**config.mk**
```make
export PLATFORM = sky130hd
export DESIGN_NAME = reflet_exti_gen
export DESIGN_NICKNAME = d
export VERILOG_FILES = /design/src/rtl/reflet_exti_gen.sv
export SDC_FILE = /design/constraint.sdc
export NUM_CORES = 1
export LEC_CHECK = 0
export ABC_AREA = 0
export ABC_CLOCK_PERIOD_IN_PS = 1800
export BUFFER_PORTS_ARGS = -buffer_cell sky130_fd_sc_hd__buf_4
export CORE_MARGIN = 2
export CORE_UTILIZATION = 32
export DETAILED_ROUTE_END_ITERATION = 12
export GPL_TIMING_DRIVEN = 0
export HOLD_SLACK_MARGIN = 0.12
export SLEW_MARGIN = 15
export SYNTH_ARGS = -nofsm -noshare
export SYNTH_HDL_FRONTEND = slang
export SYNTH_SLANG_ARGS = --single-unit
```
**constraint.sdc**
```tcl
create_clock -name clk -period 1.8 [get_ports clk]
set_clock_uncertainty 0.2 [all_clocks]
set_input_delay 0.09 -clock clk [delete_from_list [all_inputs] [get_ports clk]]
set_output_delay 0.09 -clock clk [all_outputs]
set_load 0.02 [all_outputs]
```
**src/rtl/reflet_exti_gen.sv**
```systemverilog
// External-interrupt controller: maps nb_src peripheral requests onto 4 CPU lines via a byte-wide register window.
// Define REFLET_EXTI_GEN_SYNC_EN to add a two-flop synchroniser on every source (asynchronous sources allowed).
module reflet_exti_gen #(
    parameter int unsigned                base_addr_size = 16,
    parameter logic [base_addr_size-1:0]  base_addr      = 16'hFF04,
    parameter int unsigned                nb_src         = 8
) (
    input  logic                      clk,
    input  logic                      reset,
    input  logic                      enable,
    input  logic [base_addr_size-1:0] addr,
    input  logic                      write_en,
    input  logic [7:0]                data_in,
    output logic [7:0]                data_out,
    output logic [3:0]                cpu_int,
    input  logic [nb_src-1:0]         src_int
);

    localparam int unsigned AW  = base_addr_size;
    localparam int unsigned AW1 = base_addr_size + 1;
    localparam int unsigned WIN = 4 + nb_src;

    logic [AW-1:0]           off;
    logic                    sel;
    logic                    wr;

    logic                    gen_q, gen_d;
    logic [nb_src-1:0]       en_q, en_d;
    logic [nb_src-1:0]       edge_q, edge_d;
    logic [nb_src-1:0][1:0]  line_q, line_d;
    logic [nb_src-1:0]       pend_q, pend_d;
    logic [nb_src-1:0]       p_q;
    logic [3:0]              cpu_int_q, cpu_int_d;

    logic [nb_src-1:0]       s;
    logic [nb_src-1:0]       set_c;
    logic [nb_src-1:0]       clr_c;
    logic [7:0]              top_c;
    logic [7:0]              rdata_c;

    // Window decode done one bit wider so base_addr + WIN cannot wrap.
    assign off = addr - base_addr;
    assign sel = enable
              && ({1'b0, addr} >= {1'b0, base_addr})
              && ({1'b0, addr} <  ({1'b0, base_addr} + AW1'(WIN)));
    assign wr  = sel && write_en;

`ifdef REFLET_EXTI_GEN_SYNC_EN
    logic [nb_src-1:0] meta_q;
    logic [nb_src-1:0] s_q;

    always_ff @(posedge clk or posedge reset) begin
        if (reset) begin
            meta_q <= '0;
            s_q    <= '0;
        end else begin
            meta_q <= src_int;
            s_q    <= meta_q;
        end
    end

    assign s = s_q;
`else
    assign s = src_int;
`endif

    // Pending set: rising edge of the sampled source, or the level itself.
    assign set_c = (s & ~p_q & edge_q) | (s & ~edge_q);

    always_comb begin
        gen_d  = gen_q;
        en_d   = en_q;
        edge_d = edge_q;
        line_d = line_q;
        clr_c  = '0;
        if (wr) begin
            if (off == AW'(0)) begin
                gen_d = data_in[0];
                if (data_in[1]) clr_c = '1;
            end
            if (off == AW'(3)) begin
                for (int unsigned i = 0; i < nb_src; i++) begin
                    if (32'(data_in) == i) clr_c[i] = 1'b1;
                end
            end
            for (int unsigned i = 0; i < nb_src; i++) begin
                if (off == AW'(4 + i)) begin
                    en_d[i]   = data_in[0];
                    line_d[i] = data_in[2:1];
                    edge_d[i] = data_in[3];
                    if (data_in[7]) clr_c[i] = 1'b1;
                end
            end
        end
        // A set arriving on the same edge as a clear wins.
        pend_d = set_c | (pend_q & ~clr_c);
    end

    always_comb begin
        cpu_int_d = '0;
        for (int unsigned k = 0; k < 4; k++) begin
            for (int unsigned i = 0; i < nb_src; i++) begin
                if (pend_q[i] && en_q[i] && (line_q[i] == 2'(k))) cpu_int_d[k] = 1'b1;
            end
        end
        if (!gen_q) cpu_int_d = '0;
    end

    // Lowest-numbered pending and enabled source, 8'hFF when none.
    always_comb begin
        top_c = 8'hFF;
        for (int i = int'(nb_src) - 1; i >= 0; i--) begin
            if (pend_q[i] && en_q[i]) top_c = 8'(i);
        end
    end

    always_comb begin
        rdata_c = '0;
        if (sel) begin
            if (off == AW'(0)) rdata_c = {7'b0, gen_q};
            if (off == AW'(1)) rdata_c = 8'(nb_src);
            if (off == AW'(2)) rdata_c = top_c;
            for (int unsigned i = 0; i < nb_src; i++) begin
                if (off == AW'(4 + i)) rdata_c = {pend_q[i], 3'b000, edge_q[i], line_q[i], en_q[i]};
            end
        end
    end

    assign data_out = rdata_c;
    assign cpu_int  = cpu_int_q;

    always_ff @(posedge clk or posedge reset) begin
        if (reset) begin
            gen_q     <= 1'b0;
            en_q      <= '0;
            edge_q    <= '0;
            line_q    <= '0;
            pend_q    <= '0;
            p_q       <= '0;
            cpu_int_q <= '0;
        end else begin
            gen_q     <= gen_d;
            en_q      <= en_d;
            edge_q    <= edge_d;
            line_q    <= line_d;
            pend_q    <= pend_d;
            p_q       <= s;
            cpu_int_q <= cpu_int_d;
        end
    end

endmodule
```
==> flow_summary.rst <==
.. list-table::
   :header-rows: 1

   * - Metric
     - Value
   * - Worst hold path type
     - input port to flip-flop
   * - Fin worst setup slack
     - -0.765 ns
   * - Router iterations before antenna repair
     - 6
   * - CTS Buffer Depth
     - 2
   * - Global-route congestion overflow total
     - 0
   * - Fin Hold WS
     - 0.0539 ns
   * - Overall fraction of global-route tracks in use
     - 0.209
   * - Number of vias per cell after detailed routing
     - ~5.6
   * - Area added between synthesis and finish
     - 47.2%
   * - Antenna violations before repair
     - 0
   * - Final RePlAce weighted congestion
     - 0.911
   * - Number of enable-type register cells in the synthesized netlist
     - 0
   * - Flops & latches, synth
     - 53
   * - Number of routed nets with antenna violations
     - 0
   * - Master cell of the clock root buffer
     - sky130_fd_sc_hd__clkbuf_8
   * - Average wire length per cell after detail routing
     - 19.7 um
   * - Most instantiated flip-flop cell in the synthesis netlist
     - sky130_fd_sc_hd__dfrtp_1
   * - Final setup fails
     - 37
   * - Area inside the core boundary
     - about 10000 sq um
   * - Post-CTS clock slew at the launch and capture registers of the worst setup and hold paths
     - 0.09 ns
   * - Clock tree from TritonCTS
     - built
   * - Share of the yosys chip area belonging to registers
     - 0.409
   * - Critical path data arrival time
     - 2.28 ns
   * - Number of different library cells in the post-synthesis netlist
     - 58
   * - Fillers
     - 933
   * - Fraction of synthesis flops using an asynchronous set or reset pin
     - 1.00
   * - Cells traversed along the worst timing path
     - nand2_2 > nand2_2 > or4_4 > buf_6 > a221o_1 > a41oi_2 > buf_4
   * - Detailed Route WL
     - 11300 um
   * - Post-synth top area share
     - 0.409
   * - Power per unit of standard cell area
     - 461 nW/um^2
   * - Antenna Cells
     - 0
   * - Die H
     - ~100 um
   * - Biggest area contributors in the synthesized netlist
     - sky130_fd_sc_hd__dfrtp_1, sky130_fd_sc_hd__mux2_2, sky130_fd_sc_hd__nand2_1
   * - Count of clock tree sinks
     - between 50 and 60
   * - Crit path time final
     - 2.57 ns
   * - Slowest library cell on the worst path
     - sky130_fd_sc_hd__or4_4
   * - CP endpoint kind
     - output port
   * - Chip Width
     - 105 um
   * - Later-pin clock latency in the skew report
     - 0.31 ns
   * - Io pins
     - 48
   * - Cells after Synth
     - 332
   * - Worst path most repeated cell
     - sky130_fd_sc_hd__nand2_2
   * - Number of cell rows
     - 36
   * - Final clock period utilization by the worst path
     - 1.43
   * - Critical path class
     - flip-flop to output port
   * - Synthesized area per cell
     - 9.76 sq um
   * - Post-detailed-route DRC marker count
     - 0
   * - Count of final max-slew check failures
     - 0
   * - Total of max-cap violations
     - 0
   * - Total Nets Final
     - 479
   * - Vias in the first global route
     - 3305
   * - Leakage dissipation
     - 1.97 nW
   * - Upper clock frequency limit
     - 0.390 GHz
   * - List of most frequent post-synthesis cells
     - sky130_fd_sc_hd__dfrtp_1, sky130_fd_sc_hd__mux2_2, sky130_fd_sc_hd__nand2_1
   * - Worst-Margin Slew
     - 0.671 ns
   * - Buffers on Ports
     - 46
   * - RSZ-0062 raised after global routing
     - true
   * - Violated checks
     - negative setup slack
   * - Buf+Inv Stages, Crit Path
     - 2
   * - Summed area of non-filler cells in the final layout
     - 4770 sq um
   * - Total number of yosys warnings
     - 0
   * - Post-placement cell area
     - 3990 sq um
   * - Largest net degree at the start of global routing
     - 28
   * - Most frequent cell after synthesis
     - sky130_fd_sc_hd__dfrtp_1
   * - Crit path max fanout
     - 2
   * - Power Total
     - between 2 and 2.5 mW
   * - CP required
     - 1.51 ns
   * - Clock buffers created by TritonCTS
     - 5
   * - Cell Area, Synth
     - 3240 sq um
   * - Number of H-tree levels
     - 2
   * - Detailed router's first-iteration violation count
     - 337
   * - Number of hold violations in the final report
     - 0
   * - Initial standard-cell utilization of the core
     - 0.330
   * - Crit start category
     - flip-flop
   * - CTS Hold Buffers Added
     - 14
   * - Post-synth net total
     - about 370
   * - Vias after detailed routing
     - 3256
   * - Layout cell share with drive strength beyond 1
     - 0.475
   * - Largest stage delay on the critical path
     - 0.56 ns
   * - Outcome
     - finished with violations
   * - Area enclosed by the die boundary
     - 11000 sq um
   * - Maximum vdd ir drop
     - around 330 uV
   * - Global-route wire length before repair
     - 17900 um
   * - Top delay family on crit path
     - simple AND/OR/NAND/NOR gates
   * - Estimated wirelength of the detail-placed design
     - 7620 um
   * - Leading area contributor after synthesis
     - sky130_fd_sc_hd__dfrtp_1
   * - Worst slew slack as a fraction of its limit
     - 0.553
cell usage in the layout (no fill, tap or decap), drive strengths merged, types with 9 or more instances in the layout:
cell type / n
buf: 99
clkbuf: 12
dfrtp: 53
dlygate4sd3: 14
inv: 9
mux2: 37
nand2: 37
nand3: 10
nand4: 12
nor2: 31
nor3: 16
o21ai: 17
state kept, by name, indices dropped and copies added, names as in the netlist:
name     flops
p_q          8
en_q         8
edge_q       8
line_q      16
cpu_int      4
gen_q        1
pend_q       8
layout make-up:
class	instances	area [sq um]	area share
plain buffers	14	77.6	0.0163
clock buffers	6	72.6	0.0152
clock inverters	2	10.0	0.00210
inverters	9	33.8	0.00708
multi-input cells	255	2170	0.455
flip-flops and latches	53	1340	0.282
well taps	133	166	0.0349
repair buffers	105	896	0.188
where the power goes:
part           internal [mW]  switching (mW)
Combinational          0.133           0.189
Clock                  0.271           0.406
Sequential              1.20         0.00262
stage by stage:
stage / TNS [ns] / util / worst slack (ns) / cells
2_1_floorplan: -6.59 / - / -0.345 / 332
3_3_place_gp: -49.29 / 0.404 / -0.671 / 511
3_5_place_dp: -24.30 / 0.406 / -0.726 / 512
4_1_cts: -8.26 / 0.469 / -0.821 / 569
5_1_grt: -7.71 / 0.486 / -0.812 / 577
6_report: -6.19 / 0.486 / -0.765 / 577
worst min-delay path, delay by kind of cell:
kind / cells / cell delay (ns)
and+or+nand+nor: 3 / 0.24
AOI/OAI and AO/OA: 1 / 0.13
buffers and inverters: 1 / 0.07
metal layers:
metal  global-route usage  wire [um]
met1                0.280       4810
met2                0.343       5390
met3               0.0356        832
met4               0.0686        309
met5                    0          0
timing repair:
item,in CTS,in global routing
resized for setup,48,30
setup endpoints to repair,44,45
endpoints found under the hold margin,78,2
setup buffers,35,9
pin swaps,21,22
gates cloned,0,0
path summary, 6_finish.rpt:
kind                       startpoint  slack [ns]  depth (start not counted)          end
max reg2reg                line_q[10]        0.07                          6   cpu_int[0]
max in group asynchronous       reset        0.63                          4    pend_q[3]
min in group asynchronous       reset        0.20                          3   cpu_int[3]
min                           addr[6]        0.05                          5    pend_q[2]
min reg2reg                    p_q[3]        0.35                          3    pend_q[3]
max                         pend_q[5]       -0.77                          7  data_out[7]
cells by family after synthesis:
group,Yosys count,synth area share
mux,43,0.159
simple gates,138,0.238
xor+xnor,1,0.00270
buf+inv,24,0.0320
compound gates,73,0.160
flops,53,0.409
Power figures use the tool's default switching activity.
